## src/rtl/fetch_ctrl_if.sv

```systemverilog
// Fetch controller handshake bundle: hazard/branch/memory inputs and PC-control outputs.
// master = the controller, slave = the surrounding pipeline and instruction memory.
interface fetch_ctrl_if #(
    parameter int CNT_W = 32
);
    logic             stall_D;
    logic             branch_taken;
    logic             imem_ack;
    logic             imem_req;
    logic             pc_enable;
    logic             pcsrc_out;
    logic             instr_valid_F;
    logic             flush_D;
    logic             imem_err;
    logic [CNT_W-1:0] fetch_count;

    modport master (
        input  stall_D, branch_taken, imem_ack,
        output imem_req, pc_enable, pcsrc_out, instr_valid_F, flush_D, imem_err, fetch_count
    );

    modport slave (
        output stall_D, branch_taken, imem_ack,
        input  imem_req, pc_enable, pcsrc_out, instr_valid_F, flush_D, imem_err, fetch_count
    );
endinterface

```

## src/rtl/fetch_ctrl.sv

```systemverilog
// Fetch sequencer: PC enable/select are same-cycle (Mealy) from state and inputs; imem_req is Moore.
// Decode stall holds the delivered word in HOLD; no ack within MAX_WAIT wait cycles latches imem_err.
module fetch_ctrl #(
    parameter int MAX_WAIT = 15,
    parameter int CNT_W    = 32
) (
    input  logic          clk,
    input  logic          reset,
    fetch_ctrl_if.master  bus
);
    localparam int WW = $clog2(MAX_WAIT + 1);

    typedef enum logic [2:0] {
        IDLE  = 3'd0,
        REQ   = 3'd1,
        HOLD  = 3'd2,
        DRAIN = 3'd3,
        ERROR = 3'd4
    } state_t;

    state_t           r_state;
    logic [WW-1:0]    r_wcnt;
    logic [CNT_W-1:0] r_count;
    logic             r_err;

    logic w_pc_en;
    logic w_pcsrc;
    logic w_flush;
    logic w_vld;
    logic w_deliver;
    logic w_timeout;

    assign w_timeout = (r_wcnt == WW'(MAX_WAIT));

    always_comb begin
        w_pc_en   = 1'b0;
        w_pcsrc   = 1'b0;
        w_flush   = 1'b0;
        w_vld     = 1'b0;
        w_deliver = 1'b0;
        if (reset) begin
            case (r_state)
                REQ: begin
                    if (bus.branch_taken) begin
                        w_pc_en = 1'b1;
                        w_pcsrc = 1'b1;
                        w_flush = 1'b1;
                    end else if (bus.imem_ack) begin
                        w_vld     = 1'b1;
                        w_pc_en   = !bus.stall_D;
                        w_deliver = !bus.stall_D;
                    end
                end
                HOLD: begin
                    // The held word stays valid on the bus until it is consumed or squashed.
                    w_vld = 1'b1;
                    if (bus.branch_taken) begin
                        w_pc_en = 1'b1;
                        w_pcsrc = 1'b1;
                        w_flush = 1'b1;
                    end else if (!bus.stall_D) begin
                        w_pc_en   = 1'b1;
                        w_deliver = 1'b1;
                    end
                end
                DRAIN: begin
                    if (bus.branch_taken) begin
                        w_pc_en = 1'b1;
                        w_pcsrc = 1'b1;
                        w_flush = 1'b1;
                    end
                end
                default: ;
            endcase
        end
    end

    always_ff @(posedge clk) begin
        if (!reset) begin
            r_state <= IDLE;
            r_wcnt  <= '0;
            r_count <= '0;
            r_err   <= 1'b0;
        end else begin
            if (w_deliver) begin
                r_count <= r_count + 1'b1;
            end
            case (r_state)
                IDLE: begin
                    r_state <= REQ;
                    r_wcnt  <= '0;
                end
                REQ: begin
                    if (bus.imem_ack) begin
                        r_wcnt <= '0;
                        if (!bus.branch_taken && bus.stall_D) begin
                            r_state <= HOLD;
                        end
                    end else if (w_timeout) begin
                        r_state <= ERROR;
                        r_err   <= 1'b1;
                    end else begin
                        // A redirect without ack leaves the request in flight; keep timing it.
                        r_wcnt <= r_wcnt + 1'b1;
                        if (bus.branch_taken) begin
                            r_state <= DRAIN;
                        end
                    end
                end
                HOLD: begin
                    if (bus.branch_taken || !bus.stall_D) begin
                        r_state <= REQ;
                    end
                end
                DRAIN: begin
                    if (bus.imem_ack) begin
                        r_state <= REQ;
                        r_wcnt  <= '0;
                    end else if (w_timeout) begin
                        r_state <= ERROR;
                        r_err   <= 1'b1;
                    end else begin
                        r_wcnt <= r_wcnt + 1'b1;
                    end
                end
                default: r_state <= ERROR;
            endcase
        end
    end

    assign bus.imem_req      = reset && (r_state == REQ);
    assign bus.pc_enable     = w_pc_en;
    assign bus.pcsrc_out     = w_pcsrc;
    assign bus.flush_D       = w_flush;
    assign bus.instr_valid_F = w_vld;
    assign bus.imem_err      = r_err;
    assign bus.fetch_count   = r_count;
endmodule

```

## src/flat_wrapper.sv

```systemverilog
// flat-port wrapper written by rule: the top's interface ports become plain ports
module fetch_ctrl_flat 
#(
    parameter int MAX_WAIT = 15,
    parameter int CNT_W    = 32
)
  (clk, reset, bus_stall_D, bus_branch_taken, bus_imem_ack, bus_imem_req, bus_pc_enable, bus_pcsrc_out, bus_instr_valid_F, bus_flush_D, bus_imem_err, bus_fetch_count);
  fetch_ctrl_if #(.CNT_W(CNT_W)) bus_i ();
  input  logic clk;
  input  logic reset;
  input wire logic [$bits(bus_i.stall_D)-1:0] bus_stall_D;
  input wire logic [$bits(bus_i.branch_taken)-1:0] bus_branch_taken;
  input wire logic [$bits(bus_i.imem_ack)-1:0] bus_imem_ack;
  output wire logic [$bits(bus_i.imem_req)-1:0] bus_imem_req;
  output wire logic [$bits(bus_i.pc_enable)-1:0] bus_pc_enable;
  output wire logic [$bits(bus_i.pcsrc_out)-1:0] bus_pcsrc_out;
  output wire logic [$bits(bus_i.instr_valid_F)-1:0] bus_instr_valid_F;
  output wire logic [$bits(bus_i.flush_D)-1:0] bus_flush_D;
  output wire logic [$bits(bus_i.imem_err)-1:0] bus_imem_err;
  output wire logic [$bits(bus_i.fetch_count)-1:0] bus_fetch_count;
  assign bus_i.stall_D = bus_stall_D;
  assign bus_i.branch_taken = bus_branch_taken;
  assign bus_i.imem_ack = bus_imem_ack;
  assign bus_imem_req = bus_i.imem_req;
  assign bus_pc_enable = bus_i.pc_enable;
  assign bus_pcsrc_out = bus_i.pcsrc_out;
  assign bus_instr_valid_F = bus_i.instr_valid_F;
  assign bus_flush_D = bus_i.flush_D;
  assign bus_imem_err = bus_i.imem_err;
  assign bus_fetch_count = bus_i.fetch_count;
  fetch_ctrl #(.MAX_WAIT(MAX_WAIT), .CNT_W(CNT_W)) u_core (.clk(clk), .reset(reset), .bus(bus_i));
endmodule
```

## config.mk

```make
export PLATFORM = sky130hd
export DESIGN_NAME = fetch_ctrl_flat
export DESIGN_NICKNAME = d
export VERILOG_FILES = /design/src/rtl/fetch_ctrl_if.sv /design/src/rtl/fetch_ctrl.sv /design/src/flat_wrapper.sv
export SDC_FILE = /design/constraint.sdc
export NUM_CORES = 1
export LEC_CHECK = 0
export CORE_ASPECT_RATIO = 0.8
export CORE_MARGIN = 2
export CORE_UTILIZATION = 50
export DETAILED_ROUTE_END_ITERATION = 16
export HOLD_SLACK_MARGIN = 0.05
export PLACE_DENSITY_LB_ADDON = 0.15
export SLEW_MARGIN = 15
export SYNTH_ARGS = -nofsm -noshare
export SYNTH_HDL_FRONTEND = slang
export SYNTH_SLANG_ARGS = --single-unit
```

## constraint.sdc

```tcl
create_clock -name clk -period 1.9 [get_ports clk]
set_input_delay 0.38 -clock clk [delete_from_list [all_inputs] [get_ports clk]]
set_output_delay 0.38 -clock clk [all_outputs]
set_load 0.03 [all_outputs]
```

==> metrics.csv, run 1 <==
stage;metric;value;unit
synth;synthDominantAreaCellType;sky130_fd_sc_hd__dfxtp_1;
sta;finalHoldViolations;0;
setup_path;worst_path_largest_cell_delay;0.32;ns
global_routing;grt_max_degree;31;
placed_design;post_place_instance_area;2664;um^2
synth;ys_async_sr_fraction;0;
setup_path;critical_path_class;register to output pin;
die;dieArea;4486;um^2
synth;synthTopCellsByCount;sky130_fd_sc_hd__dfxtp_1, sky130_fd_sc_hd__nor2_1, sky130_fd_sc_hd__nand2_1;
final_layout;drive_above_1_share;0.2186;
clocking;clock_tree.buffer_depth;2;
clocking;tritoncts_clock_tree;done;
clocking;cts_hold_buffers;0;
setup_path;cpLargestDelayFamily;buffers and inverters;
placed_design;placement.setup.worst_slack;-0.4621;ns
final_layout;final-seq-area;813.3;um^2
synth;synth_most_common_cell;sky130_fd_sc_hd__dfxtp_1;
final_layout;antenna_cells_inserted;0;
routing;routed-via-count;1934;
sta;layout_min_cycle_time;1.835;ns
power_and_ir_drop;internal_power;1.192;mW
setup_path;critical_path.cell_chain;buf_4 -> nand2b_4 -> buf_6 -> nor3b_4 -> buf_4;
routing;drt_iter0_drc;88;
clocking;cts_inserted_buffers;5;
routing;drc;0;
setup_path;r2r-start;u_core.r_state[2];
final_layout;finished_layout_cells;366;
setup_path;path_common_cell;sky130_fd_sc_hd__buf_4;
power_and_ir_drop;vdd_drop_max;0.4174;mV
die;start_util;0.5211;
routing;ant_nets;0;
setup_path;worstPathArrival;1.45;ns
sta;finalClockSkew;0.005093;ns
die;rows;20;
power_and_ir_drop;finalPower;1.576;mW
sta;transition_time_at_the_pin_with_the_least_slew_margin;0.3499;ns
routing;dr.pass1.iters;4;
synth;synth_top_cells_by_area;sky130_fd_sc_hd__dfxtp_1, sky130_fd_sc_hd__xor2_1, sky130_fd_sc_hd__nor2_1;
power_and_ir_drop;swShare;0.2441;
sta;fin_ws;0.06527;ns
final_layout;area_occupied_by_multi_input_gates;1155;um^2
synth;synth_area;1982;um^2
synth;synth_top_flop_cell;sky130_fd_sc_hd__dfxtp_1;
sta;final.hold.worst_slack;0.4840;ns
global_routing;grt_first_pass_wirelength;8176;um
setup_path;critical_path.endpoint_type;output pin;
global_routing;gr-usage-all-layers;0.2424;
final_layout;finished_layout_cell_area;2854;um^2
setup_path;path_buf_inv;3;
sta;setup-violations-final;0;
run;total_of_max_cap_violations;0;
sta;fin_setup_tns;0;ns
clocking;ctsHtreeMaxLevel;2;
final_layout;final_core_utilization;0.7503;
synth;syn_avg_cell_area;8.327;um^2
global_routing;grt_pass1_vias;1785;
synth;ys_seq_elements;40;
power_and_ir_drop;power_frac_seq;0.538;
setup_path;required;1.52;ns
synth;yosysUniqueCellTypes;39;
run_status;outcome;complete, no violations;
routing;vias_per_cell;5.284;
sta;final_max_slew_viol_count;0;
sta;slew_headroom;0.7646;
sta;max_freq;0.5450;GHz
power_and_ir_drop;p_per_area;552.4;nW/um^2
die;io-pin-count;43;
global_routing;grt_remaining_overflow;0;
die;die_w;74.39;um
placed_design;routabilityCongestion;0.7699;
clocking;clkTransAtPathRegs;0.08;ns
synth;syn_nets;245;
power_and_ir_drop;clock_power_share;0.374;
clocking;clk-insertion-delay-late;0.30;ns
synth;synthesis.yosys.warnings;0;
power_and_ir_drop;switching_power;0.3847;mW
routing;drt-wirelength-per-cell;13.36;um
synth;syn-instance-count;238;
synth;post-synth-top-area-fraction;0.4040;
clocking;cts_root_buf;sky130_fd_sc_hd__clkbuf_8;
clocking;cts_num_sinks;40;
placed_design;place.detailed.hpwl;3346;um
placed_design;place.port_buffers;42;
setup_path;crit_fanout;7;
power_and_ir_drop;p_leak;1.098;nW
routing;wl;4888;um
sta;final_min_period_over_clock_period;0.9656;
hold_path;timing.hold.worst.class;register to register;
hold_path;holdCritStartpoint;u_core.r_wcnt[3];
placed_design;numPlacedInstances;353;
setup_path;crit_path_start;u_core.r_state[2];
die;die_h;60.31;um
synth;synth_enable_flop_cells;0;
synth;synth-seq-area-share;0.4040;
setup_path;critPathLaunchType;register;
die;fp.coreArea;3804;um^2
final_layout;layout.filler_cells;295;
power_and_ir_drop;power.share.combinational;0.088;
final_layout;synthToLayoutAreaGrowth;44.00;%
final_layout;nNetsFinal;317;
global_routing;antenna_found_initial;0;
setup_path;crit_path_top_delay_cell;sky130_fd_sc_hd__dfxtp_1;
==> registers in the layout, summed over array words and instances (netlist names) <==
| register | flops |
|---|---|
| u_core.bus.fetch_count | 32 |
| u_core.r_wcnt | 4 |
| u_core.r_state | 3 |
| u_core.bus.imem_err | 1 |
==> cells by family (layout without fill, tap and decap cells) <==
logic type | Yosys count | in the layout | share of synthesized area
multiplexers | 2 | 2 | 0.01010
AO/OA/AOI/OAI | 30 | 30 | 0.09092
buffers and inverters | 14 | 87 | 0.03093
XOR/XNOR | 22 | 22 | 0.09722
adder cells (fa/ha/maj) | 2 | 2 | 0.01262
AND/OR/NAND/NOR | 128 | 128 | 0.3542
flip-flops | 40 | 40 | 0.4040
==> routing by layer <==
| metal | routed length [um] | vias to the layer above | track usage |
|---|---|---|---|
| met1 | 2374 | 873 | 0.3320 |
| met4 | 78 | 0 | 0.09184 |
| met3 | 270 | 10 | 0.06577 |
| met5 | 0 | - | 0 |
| met2 | 2164 | 59 | 0.3679 |
| li1 | - | 992 | - |
==> cell usage in the layout, fill, tap and decap left out, drive strengths merged, types with 5 or more instances in the layout <==
master / n
clkbuf: 6
dfxtp: 40
clkdlybuf4s50: 32
and2: 5
nand4: 18
nor2: 32
or3: 7
a21oi: 13
nand3: 14
nor3: 7
buf: 38
o21ai: 11
xnor2: 5
nand2: 20
xor2: 17
==> cell type report <==
cell class                      count  area share
Timing Repair Buffer               75      0.2486
Sequential cell                    40      0.2850
Tap cell                           55     0.02411
Multi-Input combinational cell    184      0.4046
Clock buffer                        6     0.02893
Inverter                            4    0.005261
Clock inverter                      2    0.003507
==> power groups by stage <==
stage	Combinational [mW]	Sequential [mW]	Clock, mW
2_1_floorplan	0.0695	0.869	0
5_1_grt	0.150	0.850	0.632
3_3_place_gp	0.123	0.867	0
6_report	0.139	0.848	0.589
3_5_place_dp	0.125	0.867	0
4_1_cts	0.134	0.848	0.600
==> repair_timing <==
item | 4_1_cts | 5_1_grt
resized for setup | 11 | 4
pin swaps | 3 | 0
endpoints found under the hold margin | 0 | 0
cloned | 1 | 0
setup endpoints to repair | 19 | 6
buffers inserted | 4 | 0
==> path summary, 6_finish.rpt <==
kind	end	slack, ns	depth (start not counted)
max	bus_pcsrc_out	0.07	5
min	u_core.r_wcnt[3]	0.48	1
max reg2reg	u_core.bus.fetch_count[26]	0.09	6
min reg2reg	u_core.r_wcnt[3]	0.48	1
(Power assumes the default switching activity.)
==> inputs of run 2 (changes only) <==
--- a/config.mk
+++ b/config.mk
@@ -13,2 +13,3 @@
 export PLACE_DENSITY_LB_ADDON = 0.15
+export SKIP_CTS_REPAIR_TIMING = 1
 export SLEW_MARGIN = 15
==> constraint.sdc (replaced) <==
create_clock -name clk -period 1.9 [get_ports clk]
set_input_delay 0.57 -clock clk [delete_from_list [all_inputs] [get_ports clk]]
set_output_delay 0.57 -clock clk [all_outputs]
set_load 0.03 [all_outputs]
==> run 2 against run 1 <==
Against the previous run:
- the flow now finishes with violations (negative setup slack)
- sequential cell count unchanged
- worst setup slack got worse by 0.17 ns
- via count increased by 2.8%
- cell area rose by 3.4%
- critical path type is now input pin to register
==> metrics.csv, run 2 (synthesis gave the netlist of run 1 again) <==
stage;metric;value;unit;change
run_status;outcome;finished, violations left;;was complete, no violations
run_status;failing_checks;negative setup slack;;
setup_path;critical_path.endpoint_type;register;;was output pin
final_layout;number_of_flip_flops_in_the_largest_register;32;;unchanged
routing;drt-wirelength-per-cell;14.50;um;was 13.36 um
setup_path;critPathLaunchType;input pin;;was register
routing;drc;0;;unchanged
die;io-pin-count;43;;unchanged
setup_path;worst_path_largest_cell_delay;0.55;ns;was 0.32 ns
sta;rsz0062_at_grt;yes;;
sta;setup-violations-final;8;;was 0
placed_design;post_place_instance_area;2648;um^2;was 2664 um^2
sta;transition_time_at_the_pin_with_the_least_slew_margin;0.3543;ns;was 0.3499 ns
final_layout;final_core_utilization;0.7757;;was 0.7503
die;die_w;74.39;um;unchanged
die;die_h;60.31;um;unchanged
placed_design;place.detailed.hpwl;3577;um;was 3346 um
final_layout;drive_above_1_share;0.2452;;was 0.2186
sta;final_max_slew_viol_count;0;;unchanged
setup_path;worstPathArrival;2.22;ns;was 1.45 ns
sta;finalHoldViolations;0;;unchanged
clocking;cts_num_sinks;40;;unchanged
die;rows;20;;unchanged
hold_path;timing.hold.worst.class;register to register;;unchanged
clocking;clk-insertion-delay-late;0.29;ns;was 0.30 ns
final_layout;final_common_cell;sky130_fd_sc_hd__dlymetal6s2s_1;;
setup_path;rrSetupSlack;-0.04;ns;was 0.09 ns
setup_path;critical_path_class;input pin to register;;was register to output pin
final_layout;synthToLayoutAreaGrowth;48.86;%;was 44.00%
routing;ant_nets;0;;unchanged
setup_path;path_buf_inv;2;;was 3
power_and_ir_drop;finalPower;1.523;mW;was 1.576 mW
setup_path;crit_fanout;7;;unchanged
clocking;ctsHtreeMaxLevel;2;;unchanged
routing;drt_iter0_drc;101;;was 88
routing;wl;5291;um;was 4888 um
final_layout;nNetsFinal;317;;unchanged
global_routing;antenna_found_initial;0;;unchanged
setup_path;required;2.12;ns;was 1.52 ns
sta;finalClockSkew;0.004819;ns;was 0.005093 ns
global_routing;gr-usage-all-layers;0.2335;;was 0.2424
sta;fin_setup_tns;-0.4717;ns;was 0 ns
global_routing;grt_remaining_overflow;0;;unchanged
sta;final.hold.worst_slack;0.4814;ns;was 0.4840 ns
die;fp.coreArea;3804;um^2;unchanged
setup_path;cpLargestDelayFamily;simple AND/OR/NAND/NOR gates;;was buffers and inverters
placed_design;place.port_buffers;42;;unchanged
power_and_ir_drop;vdd_drop_max;0.4096;mV;was 0.4174 mV
clocking;clkTransAtPathRegs;0.07;ns;was 0.08 ns
placed_design;numPlacedInstances;349;;was 353
setup_path;crit_path_top_delay_cell;sky130_fd_sc_hd__or4b_4;;was sky130_fd_sc_hd__dfxtp_1
sta;layout_min_cycle_time;2.000;ns;was 1.835 ns
placed_design;placement.setup.worst_slack;-0.5915;ns;was -0.4621 ns
placed_design;routabilityCongestion;0.8379;;was 0.7699
die;dieArea;4486;um^2;unchanged
sta;final_min_period_over_clock_period;1.053;;was 0.9656
clocking;clock_tree.buffer_depth;2;;unchanged
routing;vias_per_cell;5.449;;was 5.284
final_layout;finished_layout_cell_area;2950;um^2;was 2854 um^2
final_layout;antenna_cells_inserted;0;;unchanged
sta;max_freq;0.4999;GHz;was 0.5450 GHz
clocking;cts_inserted_buffers;5;;unchanged
sta;slew_headroom;0.7620;;was 0.7646
global_routing;grt_first_pass_wirelength;7990;um;was 8176 um
clocking;cts_root_buf;sky130_fd_sc_hd__clkbuf_8;;unchanged
run;total_of_max_cap_violations;0;;unchanged
global_routing;grt_max_degree;31;;unchanged
sta;fin_ws;-0.1003;ns;was 0.06527 ns
setup_path;critical_path.cell_chain;buf_6 -> or4b_4 -> a211oi_4 -> buf_12 -> nand3_4 -> or3_1 -> a21oi_1;;was buf_4 -> nand2b_4 -> buf_6 -> nor3b_4 -> buf_4
final_layout;finished_layout_cells;365;;was 366
power_and_ir_drop;p_leak;1.707;nW;was 1.098 nW
clocking;tritoncts_clock_tree;done;;unchanged
routing;routed-via-count;1989;;was 1934
global_routing;grt_pass1_vias;1709;;was 1785
final_layout;layout_common_cells;sky130_fd_sc_hd__dlymetal6s2s_1, sky130_fd_sc_hd__nor2_1, sky130_fd_sc_hd__buf_4;;was sky130_fd_sc_hd__nor2_1, sky130_fd_sc_hd__clkdlybuf4s50_1, sky130_fd_sc_hd__buf_4
die;start_util;0.5211;;unchanged
power_and_ir_drop;p_per_area;516.3;nW/um^2;was 552.4 nW/um^2
routing;dr.pass1.iters;4;;unchanged
run 2: where the power goes:
| part | total (mW) | internal [mW] | switching, mW |
|---|---|---|---|
| combinational | 0.149 | 0.0684 | 0.0810 |
| clock | 0.525 | 0.250 | 0.275 |
| sequential | 0.849 | 0.843 | 0.00640 |
run 2: layout make-up:
| cell class | instances | area (um^2) |
|---|---|---|
| fillers | 279 | 853.3 |
| flip-flops and latches | 40 | 818.3 |
| clock buffers | 6 | 72.57 |
| inverters | 4 | 15.01 |
| clock inverters | 1 | 5.005 |
| well taps | 55 | 68.82 |
| multi-input cells | 184 | 1185 |
| repair buffers | 75 | 785.8 |
run 2: worst reg2reg max path: stages, from the launching register on:
cell	delay [ns]
sky130_fd_sc_hd__dfxtp_2	0.33
sky130_fd_sc_hd__or4b_4	0.53
sky130_fd_sc_hd__a211oi_4	0.30
sky130_fd_sc_hd__buf_12	0.17
sky130_fd_sc_hd__nand3_4	0.06
sky130_fd_sc_hd__or3_1	0.36
sky130_fd_sc_hd__a21oi_1	0.13
run 2: layer usage:
layer / vias to the layer above / global-route usage / share of wire
met5: - / 0 / 0
li1: 990 / - / -
met1: 935 / 0.3240 / 0.46
met4: 0 / 0.07908 / 0.014
met2: 54 / 0.3641 / 0.47
met3: 10 / 0.04890 / 0.048
run 2: final timing paths:
check	startpoint	end	cells after the start
setup / recovery	bus_stall_D	u_core.bus.fetch_count[26]	7
hold reg to reg	u_core.r_wcnt[1]	u_core.r_wcnt[1]	2
setup reg to reg	u_core.r_state[2]	u_core.bus.fetch_count[26]	6
hold / removal	u_core.r_wcnt[1]	u_core.r_wcnt[1]	2
